`src/rtl/reg_if_pkg.sv`:
```
// reg_if_pkg: shared states and response constants for the register-interface sequencer
package reg_if_pkg;
   typedef enum logic [2:0] {
      IDLE, GET_DATA, WR, RD_REQ, RD_WAIT, TX_WAIT, TX_SEND, TX_GAP
   } state_t;
   localparam logic [7:0] ACK_BYTE   = 8'hAA;
   localparam logic [7:0] NAK_BYTE   = 8'hEE;
   localparam int         CMD_WR_BIT = 7;
endpackage

```
`src/rtl/reg_if_ctrl_timeout_cnt.sv`:
```
// timeout_cnt: cycle counter that flags when the count equals the terminal value
module timeout_cnt #(
   parameter int W = 4
) (
   input  logic         clk,
   input  logic         rst,
   input  logic         clear_i,
   input  logic         en_i,
   input  logic [W-1:0] limit_i,
   output logic         done_o
);
   logic [W-1:0] cnt_q, cnt_d;
   // clear wins over count; the owning state exits at the limit so no wrap handling is needed
   always_comb cnt_d = clear_i ? '0 : en_i ? cnt_q + W'(1) : cnt_q;
   // counter register
   always_ff @(posedge clk) cnt_q <= rst ? '0 : cnt_d;
   assign done_o = cnt_q == limit_i;
endmodule

```
`src/rtl/reg_if_ctrl.sv`:
```
// reg_if_ctrl: parses UART command frames into register strobes and returns one response byte
module reg_if_ctrl
   import reg_if_pkg::*;
#(
   parameter int ADDR_W  = 7,
   parameter int BYTE_TO = 100000,
   parameter int RD_TO   = 16
) (
   input  logic              clk,
   input  logic              rst,
   input  logic              rx_valid,
   input  logic [7:0]        rx_data,
   input  logic              tx_busy,
   output logic              tx_start,
   output logic [7:0]        tx_data,
   output logic [ADDR_W-1:0] reg_addr,
   output logic [7:0]        reg_wdata,
   output logic              reg_write,
   output logic              reg_read,
   input  logic [7:0]        reg_rdata,
   input  logic              reg_valid,
   output logic              err
);
   localparam int MAX_TO = BYTE_TO > RD_TO ? BYTE_TO : RD_TO;
   localparam int CW     = MAX_TO > 1 ? $clog2(MAX_TO) : 1;
   state_t            state_q, state_d;
   logic [7:0]        tx_data_q, tx_data_d, wdata_q, wdata_d;
   logic [ADDR_W-1:0] addr_q, addr_d;
   logic              done;
   timeout_cnt #(.W(CW)) u_cnt (
      .clk     (clk),
      .rst     (rst),
      .clear_i (state_q == IDLE || state_q == RD_REQ),
      .en_i    (state_q == GET_DATA || state_q == RD_WAIT),
      .limit_i (state_q == RD_WAIT ? CW'(RD_TO - 1) : CW'(BYTE_TO - 1)),
      .done_o  (done)
   );
   // frame sequencing: a data byte or read data arriving on the timeout cycle still wins
   always_comb begin
      state_d   = state_q;
      tx_data_d = tx_data_q;
      addr_d    = addr_q;
      wdata_d   = wdata_q;
      case (state_q)
         IDLE:     if (rx_valid) begin
            addr_d  = rx_data[ADDR_W-1:0];
            state_d = rx_data[CMD_WR_BIT] ? GET_DATA : RD_REQ;
         end
         GET_DATA: if (rx_valid) begin
            wdata_d = rx_data;
            state_d = WR;
         end else if (done) state_d = IDLE;
         WR:       begin
            tx_data_d = ACK_BYTE;
            state_d   = TX_WAIT;
         end
         RD_REQ:   state_d = RD_WAIT;
         RD_WAIT:  if (reg_valid || done) begin
            tx_data_d = reg_valid ? reg_rdata : NAK_BYTE;
            state_d   = TX_WAIT;
         end
         TX_WAIT:  if (!tx_busy) state_d = TX_SEND;
         TX_SEND:  state_d = TX_GAP;
         default:  state_d = IDLE;
      endcase
   end
   // state and datapath registers
   always_ff @(posedge clk) begin
      state_q   <= rst ? IDLE : state_d;
      tx_data_q <= rst ? '0 : tx_data_d;
      addr_q    <= rst ? '0 : addr_d;
      wdata_q   <= rst ? '0 : wdata_d;
   end
   assign reg_write = !rst && state_q == WR;
   assign reg_read  = !rst && state_q == RD_REQ;
   assign tx_start  = !rst && state_q == TX_SEND;
   assign err       = !rst && ((rx_valid && state_q != IDLE && state_q != GET_DATA)
                            || (state_q == GET_DATA && done && !rx_valid)
                            || (state_q == RD_WAIT && done && !reg_valid));
   assign tx_data   = tx_data_q;
   assign reg_addr  = addr_q;
   assign reg_wdata = wdata_q;
endmodule
```
`config.mk`:
```
export PLATFORM = sky130hd
export DESIGN_NAME = reg_if_ctrl
export DESIGN_NICKNAME = d
export VERILOG_FILES = /design/src/rtl/reg_if_pkg.sv /design/src/rtl/reg_if_ctrl_timeout_cnt.sv /design/src/rtl/reg_if_ctrl.sv
export SDC_FILE = /design/constraint.sdc
export NUM_CORES = 1
export LEC_CHECK = 0
export ABC_AREA = 1
export ABC_CLOCK_PERIOD_IN_PS = 3000
export CAP_MARGIN = 20
export CORE_ASPECT_RATIO = 1.25
export CORE_MARGIN = 2
export CORE_UTILIZATION = 40
export DETAILED_ROUTE_END_ITERATION = 6
export MAX_ROUTING_LAYER = met4
export SYNTH_ARGS = -nofsm -noshare
export SYNTH_HDL_FRONTEND = slang
export SYNTH_HIERARCHICAL = 1
export SYNTH_SLANG_ARGS = --single-unit
export TNS_END_PERCENT = 10
```
`constraint.sdc`:
```
create_clock -name clk -period 3 [get_ports clk]
set_clock_uncertainty 0.05 [all_clocks]
set_input_delay 0.75 -clock clk [delete_from_list [all_inputs] [get_ports clk]]
set_output_delay 0.75 -clock clk [all_outputs]
set_load 0.03 [all_outputs]
```
=== Word level (Yosys, flattened, before mapping) ===
Index checks and enable logic that the tools add are counted.

* Bits in registers: 43
* Bits in latches: 0
* Bits in writable memories: 0
* Memory bits (read-only): 0
* Input port bits: 21
* Output and inout bits: 27
* Word-level logic and storage cells: 55
* Memories: 0

* Add/subtract/negate cells: 1
* Multiply operators: 0
* Div/mod/pow operators: 0
* Magnitude comparators: 0
* Eq/ne operators: 12
* Shift-type cells: 0
* Multiplexer cells: 11
* Bitwise operators: 0
* Reductions and logical operators: 26

{| class="wikitable"
|+ Operators with widths
! operator !! count
|-
| one-hot mux 3 bit (7 select lines) || 1
|-
| adder 17 x 1 -> 17 bit, second input constant || 1
|-
| equality test 17 bit || 1
|-
| two-way mux 17 bit || 1
|-
| two-way mux 8 bit || 2
|-
| one-hot mux 8 bit (2 select lines) || 1
|-
| two-way mux 3 bit || 5
|-
| logical AND 1 bit || 10
|-
| equality test 3 bit, second input constant || 3
|-
| equality test 3 x 2 -> 1 bit, second input constant || 2
|-
| inequality test 2 bit, second input constant || 3
|-
| AND reduction 2 bit || 3
|-
| logical OR 1 bit || 5
|-
| AND reduction 4 bit || 1
|-
| equality test 3 x 1 -> 1 bit, second input constant || 1
|-
| logical NOT 1 bit || 3
|-
| logical NOT 3 bit || 1
|-
| inequality test 3 x 1 -> 1 bit, second input constant || 1
|-
| inequality test 3 bit, second input constant || 1
|-
| nonzero test 3 bit || 1
|-
| two-way mux 2 bit || 1
|-
| nonzero test 2 bit || 1
|-
| OR reduction 2 bit || 1
|}

=== Longest topological paths before layout ===
Gate-level depths: netlist of run 1.

* Depth after elaboration: 8
* Depth in mapped cells: 17
* Gate-level depth less buffers: 17

=== By module ===
The synthesis of run 1 kept the hierarchy.

{| class="wikitable"
|+ Modules (own cells, without submodules)
! module !! times used !! cells an instance !! area an instance (um^2) !! seq. area each (um^2)
|-
| reg_if_ctrl || 1 || 171 || 1194.9 || 520.5
|-
| timeout_cnt || 1 || 196 || 1186.1 || 340.3
|}

=== Least setup slack after synthesis of run 1 ===
OpenSTA, ideal clock, no wires.

* Path kind: reg2out
* Start point: reg state_q[0]
* End point: out err
* Arrival: 1.820 ns
* Data required time: 2.200 ns
* Path slack: 0.380 ns
* Cell stages (with the launch flop): 15
* Path buffers: 0
* Path through: dfxtp_1 > nor2_2 > nand2_2 > inv_1 > nand2_1 > nand2_1 > inv_1 > nand2_1 > nor2_1 > nand3_1 > nor2_1 > nand3_1 > nand3_1 > nand2_1 > inv_1

* Cells in the longest elaborated chain, start to end: 8

{| class="wikitable"
|+ Ends and longest elaborated chain
! element !! line !! RTL
|-
| start: declaration || reg_if_ctrl.sv:26 || <nowiki>state_t state_q, state_d;</nowiki>
|-
| start signal: assignment || reg_if_ctrl.sv:69 || <nowiki>state_q <= rst ? IDLE : state_d;</nowiki>
|-
| equality test 3 bit * || reg_if_ctrl.sv:35 || <nowiki>.limit_i (state_q == RD_WAIT ? CW'(RD_TO - 1) : CW'(BYTE_TO - 1)),</nowiki>
|-
| two-way mux 17 bit * || reg_if_ctrl.sv:35 ||
|-
| equality test 17 bit * || reg_if_ctrl_timeout_cnt.sv:17 || <nowiki>assign done_o = cnt_q == limit_i;</nowiki>
|-
| net done || reg_if_ctrl.sv:29 || <nowiki>logic done;</nowiki>
|-
| logical AND 1 bit (2 in series) || reg_if_ctrl.sv:78 || <nowiki>|| (state_q == GET_DATA && done && !rx_valid)</nowiki>
|-
| logical OR 1 bit || reg_if_ctrl.sv:78 ||
|-
| logical OR 1 bit * || reg_if_ctrl.sv:79 || <nowiki>|| (state_q == RD_WAIT && done && !reg_valid));</nowiki>
|-
| logical AND 1 bit * || reg_if_ctrl.sv:77 || <nowiki>assign err = !rst && ((rx_valid && state_q != IDLE && state_q != GET_DATA)</nowiki>
|-
| end: declaration || reg_if_ctrl.sv:22 || <nowiki>output logic err</nowiki>
|}

The timed path passes the listed nets; every way through them passes the cells marked *.

=== Final worst setup path of run 1 ===
Ends and elaborated chain as after synthesis.

==> impl_summary.md, run 1 <==
Run status
The flow ran to the end, and the final reports show no timing, DRC or antenna violations.

STA
For this run, the top clock speed supported by timing is ~360 MHz. The time the worst path needs with I/O delays and setup is approximately 2.8 ns. The number of pins exceeding their max-slew limit in the final report is 0.

The total count of hold-check failures in the final report is 0. The final clock period utilization by the worst path is about 93%. Adding up every negative setup slack in the final design gives 0 ns.

The count of endpoints failing setup in the final report is 0.

Synthesis
Each instance of the synthesized netlist takes up on average ~6.5 um^2. The simple-gate portion of the synthesized area is around two fifths. The arithmetic-cell share of the synthesized area counting full adders, half adders and majority gates is less than 1%. For this run, the register share of the synthesized area comes to between 30% and 40%.

The number of distinct library cell variants in the gate-level netlist after synthesis is 31. The cell area after technology mapping is roughly 2400 um^2. The synthesized netlist devotes around 11% of its cell area to compound gates. Counting every instance in the synthesized netlist gives approximately 370. The xor-xnor portion of the synthesized cell area is under 10%. The portion of netlist area occupied by mux cells is 0%. The biggest area contributor in the post-synthesis netlist is sky130_fd_sc_hd__dfxtp_1. The largest family of logic cells by synthesized area is simple AND/OR/NAND/NOR gates. In the post-synthesis netlist, the biggest area contributors are sky130_fd_sc_hd__dfxtp_1 36%, sky130_fd_sc_hd__nand2_1 14%, sky130_fd_sc_hd__nor2_1 11%, sky130_fd_sc_hd__inv_1 7.3%, sky130_fd_sc_hd__nand3_1 5.7%. The share of Yosys cell area claimed by the top area cell type is a little over a third.

The number of warning messages in the yosys log is 6. The register bit count reported by yosys is 43.

Clocking
The CTS tree is done. The count of hold buffers inserted by post-cts repair is 0. After clock tree synthesis, the clock-pin slew on the worst setup and hold paths is 0.08 ns.

The number of CTS-inserted buffers is 5. The library cell used as clock root buffer is sky130_fd_sc_hd__clkbuf_8. Counting along the longest clock path gives a buffer depth of 2. The total setup buffers inserted after CTS is 0.

The H-tree generated during clock tree synthesis spans 2 levels. The source-to-sink clock delay at the later pin of the worst-skew pair is slightly below 0.3 ns. The number of sinks on the clock net is 43.

Global routing
The number of antenna violations at the first check in global routing is 0. The largest net degree at the start of global routing is 19. The number of global-route vias before repair is about 2,200. The total global routing track utilization is approximately a fifth. The total overflow reported by the global router is 0. The global-route wire length before repair is ~9.8 mm.

Pwr
The maximum resistive drop on vdd is 0.000220 V. Overall power consumption after layout is estimated at about 0.0016 W. Summed over all cells, the static leakage comes to between 1 and 1.5 nW. The clock network accounts for between 30% and 40% of the total power. The share of total power in sequential cells is 39.9%. The cell internal power dissipation is between 0.001 and 0.0015 W.

The combinational cell fraction of total power is between 20% and 30%. The switching power as a share of total power is 30.3%. The total power per unit cell area is 493 nW/um^2. The total net switching power is 0.000481 W.

Route
The first detailed-routing pass ran for 5 iterations. Dividing the detail-routed wire length by the instance count gives ~12 um. Summed over all layers, the routed wires come to a little under 6 mm. The initial detailed-routing violation count is 69. The number of remaining DRC errors is 0.

The total via count after detailed routing is between 2,000 and 2,500. The detail route stage leaves a number of antenna-violating nets equal to 0. Dividing the detail-routed via count by the number of cells gives 4.68.

Critical path
The worst-path maximum fanout is 10. STA classifies the critical path endpoint as a primary output. STA puts the critical path data arrival time at 2.00 ns.

The critical path start-end classification is flip-flop to primary output. The worst setup path is launched from a flip-flop. For the worst setup path, the data required time is about 2.2 ns.

Layout
Compared with the post-synthesis result, the final layout area differs by 35.4%. The number of antenna cells inserted is 0. Measured on the finished design, the core utilization comes to between 50% and 60%. The commonest non-fill, non-tap cell in the layout is sky130_fd_sc_hd__nand2_1. For this run, the post-layout net count is roughly 470. The share of final-layout standard cells stronger than drive strength 1 is between 10% and 20%. The area taken by multi-input logic gates is roughly 1400 um^2. The finished layout holds around 510 standard cells, fillers aside. Leaving out fill and tap cells, the most frequent cells in the layout are 86 x sky130_fd_sc_hd__nand2_1, 67 x sky130_fd_sc_hd__nor2_1, 46 x sky130_fd_sc_hd__inv_1. Registers take 861 um^2. The layout has between 500 and 600 filler cells.

Placed design
Input and output buffers added on the ports amount to 47. The placed instance count is a little over 500. Detailed placement finished with a half-perimeter wire length of approximately 4.6 mm.

The routability congestion estimate is 0.855.

Min path
In this run the worst hold path is classified as flip-flop to flip-flop.

Floorplan
The die height is between 90 and 100 um. The floorplan has 31 rows. The region available for standard cell placement spans about 5800 um^2. The floorplan step set the die width to around 73 um.

During I/O placement, the number of pins put on the boundary was 48. The area enclosed by the die boundary is roughly 6600 um^2. The initial utilization of the core area, before any placement, comes to around 41%.

Flow run
The number of violations of the max-capacitance limit is 0.
[worst max-delay path: stages, from the launching register on]
cell                              delay (ns)
sky130_fd_sc_hd__dfxtp_1                0.34
sky130_fd_sc_hd__nor2_4                 0.16
sky130_fd_sc_hd__nand2_4                0.11
sky130_fd_sc_hd__inv_1                  0.07
sky130_fd_sc_hd__nand2_1                0.05
sky130_fd_sc_hd__nand2_1                0.05
sky130_fd_sc_hd__nand2_1                0.05
sky130_fd_sc_hd__nor2_1                 0.09
sky130_fd_sc_hd__nand3_1                0.12
sky130_fd_sc_hd__nor2_4                 0.13
sky130_fd_sc_hd__nand3_1                0.08
sky130_fd_sc_hd__nand3_1                0.08
sky130_fd_sc_hd__nand2_1                0.05
sky130_fd_sc_hd__inv_1                  0.04
sky130_fd_sc_hd__clkdlybuf4s15_2        0.28
[Yosys cell counts (all sizes together)]
cell type	instances
clkbuf	1
inv	52
xor2	2
conb	2
nand2	94
buf	6
xnor2	3
a31oi	1
nor3b	1
ha	1
dfxtp	43
nor3	2
o22ai	2
nand4	3
o21ai	22
nand3	28
nand3b	3
nor2	78
a21oi	23
[final timing paths]
kind / from / end / slack (ns) / cells after the start
worst max register to register: state_q[0] / u_cnt/cnt_q[8] / 1.02 / 10
worst min register to register: reg_addr[2] / reg_addr[2] / 0.41 / 2
worst max-delay path: state_q[0] / err / 0.20 / 14
worst min-delay path: reg_addr[2] / reg_addr[2] / 0.41 / 2
[layer usage]
metal	GRT usage, %	part of all wire [%]	vias up
met3	3.68	4.4	12
met2	33.2	51	59
li1	-	-	1283
met5	-	0	-
met1	20.9	42	1053
met4	6.64	2.5	0
[what timing repair did]
item	in CTS	in global routing
pin swaps	0	0
setup endpoints to repair	1	1
resized for setup	3	4
[state kept, by name (all words and copies together) (netlist names)]
register	cells
u_cnt/cnt_q	17
tx_data	8
reg_addr	7
state_q	3
reg_wdata	8
[cells by family after synthesis]
logic type                 count (synthesis)
adders and majority gates                  1
buffers and inverters                     59
AOI/OAI and AO/OA                         48
and+or+nand+nor                          209
xor gates and xnor gates                   5
other                                      2
DFF                                       43
[through the flow]
step,hold WS [ns],area [um^2],setup WS (ns)
after detailed placement,0.404,3070,-0.000346
after floorplan,0.405,2440,0.380
after global routing,0.434,3220,-0.0418
final,0.414,3220,0.205
after CTS,0.417,3210,0.0492
after global placement,0.400,3070,0.0150
[power groups by stage]
stage / Combinational, W / Clock (W) / Sequential [W]
after global routing: 0.000468 / 0.000569 / 0.000639
after CTS: 0.000424 / 0.000548 / 0.000631
after floorplan: 0.000192 / 0 / 0.000711
final: 0.000424 / 0.000533 / 0.000634
after global placement: 0.000422 / 0 / 0.000644
after detailed placement: 0.000423 / 0 / 0.000645
[final cells by class]
class / count / area share [%]
multi-input combinational: 282 / 42.4
sequential: 43 / 26.7
timing repair buffer: 63 / 18.1
inverter: 52 / 6.13
tap: 66 / 2.56
clock buffer: 6 / 2.25
clock inverter: 2 / 1.86
(Power assumes the default switching activity.)
==> run 2, diff against run 1 <==
Settings changed: CORE_MARGIN 2 to 5.
==> impl_summary.md, run 2 (synthesized netlist as in run 1, its figures left out) <==
Placed design
OpenSTA, run right after detailed placement, puts the worst setup slack at -0.0181 ns. The number of buffers inserted by port buffering is 47. At the end of routability-driven placement, the weighted congestion stood at about 0.8.

Once detailed placement completed, the half-perimeter wirelength came to 4.84 mm.

STA
The total count of hold-check failures in the final report is 0. The number of pins exceeding their max-slew limit in the final report came to 0. The time the worst path needs with I/O delays and setup is around 2.8 ns.

Timing would allow up to between 300 and 400 MHz. The final clock period utilization by the worst path is around nine tenths. The final worst-path setup slack is around 0.25 ns. The count of endpoints failing setup in the final report is 0. The worst hold slack across all endpoints is ~0.41 ns. Setup repair after global routing left no endpoint under its margin.

Layout
The register with the most flip-flops in the layout has 17 of them. The area added between synthesis and finish is 34.6%. The share of final-layout standard cells stronger than drive strength 1 is ~13%. The top cell types in the final layout, fill and taps aside, are 86 x sky130_fd_sc_hd__nand2_1, 67 x sky130_fd_sc_hd__nor2_1, 46 x sky130_fd_sc_hd__inv_1.

Ranked by flip-flop count, first place goes to u_cnt/cnt_q. The net count reported at finish is roughly 470. The number of antenna cells inserted is 0. The library cell used most frequently in the layout, excluding fill and tap cells, is sky130_fd_sc_hd__nand2_1. The final design utilization is 55.4%.

Critical path
The endpoint required time on the critical path is between 2 and 2.5 ns. For the worst setup path, the data arrival time is roughly 2 ns. The type of element capturing the critical path is a primary output. The critical path start-end classification is flip-flop to primary output. Along the worst path, the maximum fanout reaches 10.

The sort of element at the start of the critical path is a flip-flop.

Route
The met1 wire length is 2.52 mm. After detailed routing, the number of vias per cell comes to ~4.6. The initial detailed-routing violation count is about 100. The routed wire length on met2 is 3.27 mm.

In this run the remaining antenna-violating nets after routing total 0. The top routing layer in use is met4. The detailed-router iteration count before antenna repair is 4. The detail-routed net length per standard cell is approximately 12 um. Detailed routing placed a total of approximately 230 um of wire on met3. The final layout contains routed wiring with a total length of 6.05 mm. The number of remaining DRC errors is 0.

The final route contains 2,359 vias.

Clocking
The CTS tree is done. The library cell used as clock root buffer is sky130_fd_sc_hd__clkbuf_8. For this design, the CTS-stage hold fixing added 0 buffers. The source-to-sink clock delay at the later pin of the worst-skew pair is between 0.2 and 0.3 ns.

Clock-pin slew was measured on the worst setup and hold paths at roughly 0.090 ns. The H-tree was split into 2 levels. The clock passes through at most 2 buffers.

Clock tree synthesis inserted a total of 5 buffers. The number of sinks on the clock net is 43.

Global routing
The largest net degree at the start of global routing is 19. Global routing consumed, over all layers together, between 10% and 20% of the routing resources. The number of antenna violations at the first check in global routing is 0. For this run the aggregate overflow at the end of global routing stands at 0.

The first global-routing pass estimated 10.0 mm of wire. The number of global-route vias before repair came to approximately 2,200.

Floorplan
The die is approximately 79 um wide. For this design the top-level I/O count stands at 48. The initialized floorplan defines 31 standard-cell rows. The die height is between 90 and 100 um. The area enclosed by the die boundary is ~7600 um^2. The area of the core region is approximately 5800 um^2. The initial standard-cell utilization of the core is around two fifths.

Min path
The worst min-delay path category is flip-flop to flip-flop.

Flow run
The number of violations of the max-capacitance limit is 0.

Pwr
The worst-case IR drop observed on VDD is just under 0.0003 V. In this run the static leakage power is between 1 and 1.5 nW. The design draws about 0.0015 W.

The total power per unit cell area is about 470 nW/um^2.

Run status
The flow ran to the end, and the final reports show no timing, DRC or antenna violations.
-- run 2: changes by cell type in the layout (fill, tap and decap cells not counted), sizes merged --
cell and delta:
clkinv +2, clkdlybuf4s18 +1, bufinv -1, clkdlybuf4s15 -1, clkbuf -1
-- run 2: worst paths after layout --
check,startpoint,end,slack (ns),cells past startpoint
hold reg to reg,reg_addr[2],reg_addr[2],0.41,2
setup / recovery,state_q[0],err,0.25,12
setup reg to reg,state_q[0],u_cnt/cnt_q[8],1.07,10
hold / removal,reg_addr[2],reg_addr[2],0.41,2
-- run 2: layout make-up --
| cell class | count | area [um^2] |
|---|---|---|
| fill | 592 | 2570 |
| multi-input combinational | 282 | 1370 |
| sequential | 43 | 863 |
| timing repair buffer | 63 | 583 |
| inverter | 52 | 198 |
| tap | 66 | 82.6 |
| clock buffer | 5 | 68.8 |
| clock inverter | 3 | 43.8 |
-- run 2: what timing repair did --
| item | in CTS | in global routing |
|---|---|---|
| resized for setup | 3 | 7 |
| endpoints found under the setup margin | 1 | 1 |
| buffers inserted | 0 | 0 |
-- run 2: per-stage QoR --
step / TNS [ns] / cell area (um^2) / instances
after floorplan: 0 / 2440 / 384
after global placement: 0 / 3070 / 506
after detailed placement: -0.0181 / 3070 / 506
after CTS: 0 / 3190 / 514
after global routing: 0 / 3200 / 514
final: 0 / 3200 / 514
-- run 2: per-layer routing --
| metal | up-vias | global-route usage, % |
|---|---|---|
| met5 | - | - |
| met4 | 0 | 4.73 |
| met3 | 2 | 3.46 |
| met2 | 42 | 32.4 |
| met1 | 1034 | 18.2 |
| li1 | 1281 | - |
-- run 2: power breakdown --
group	internal [W]	switching [W]	total [W]	leakage (nW)
registers	0.000612	0.0000228	0.000635	0.350
clock network	0.000248	0.000202	0.000450	0.0581
logic	0.000167	0.000259	0.000426	1.06
total	0.00103	0.000484	0.00151	1.47
-- run 2: critical path, stage by stage, from the launching register on --
cell                              delay [ns]
sky130_fd_sc_hd__dfxtp_2                0.34
sky130_fd_sc_hd__nor2_4                 0.14
sky130_fd_sc_hd__nand2_4                0.10
sky130_fd_sc_hd__xnor2_1                0.14
sky130_fd_sc_hd__nand2_1                0.07
sky130_fd_sc_hd__nor2_1                 0.10
sky130_fd_sc_hd__nand3_1                0.11
sky130_fd_sc_hd__nor2_4                 0.13
sky130_fd_sc_hd__nand3_1                0.08
sky130_fd_sc_hd__nand3_1                0.08
sky130_fd_sc_hd__nand2_1                0.05
sky130_fd_sc_hd__inv_1                  0.04
sky130_fd_sc_hd__clkdlybuf4s18_2        0.28
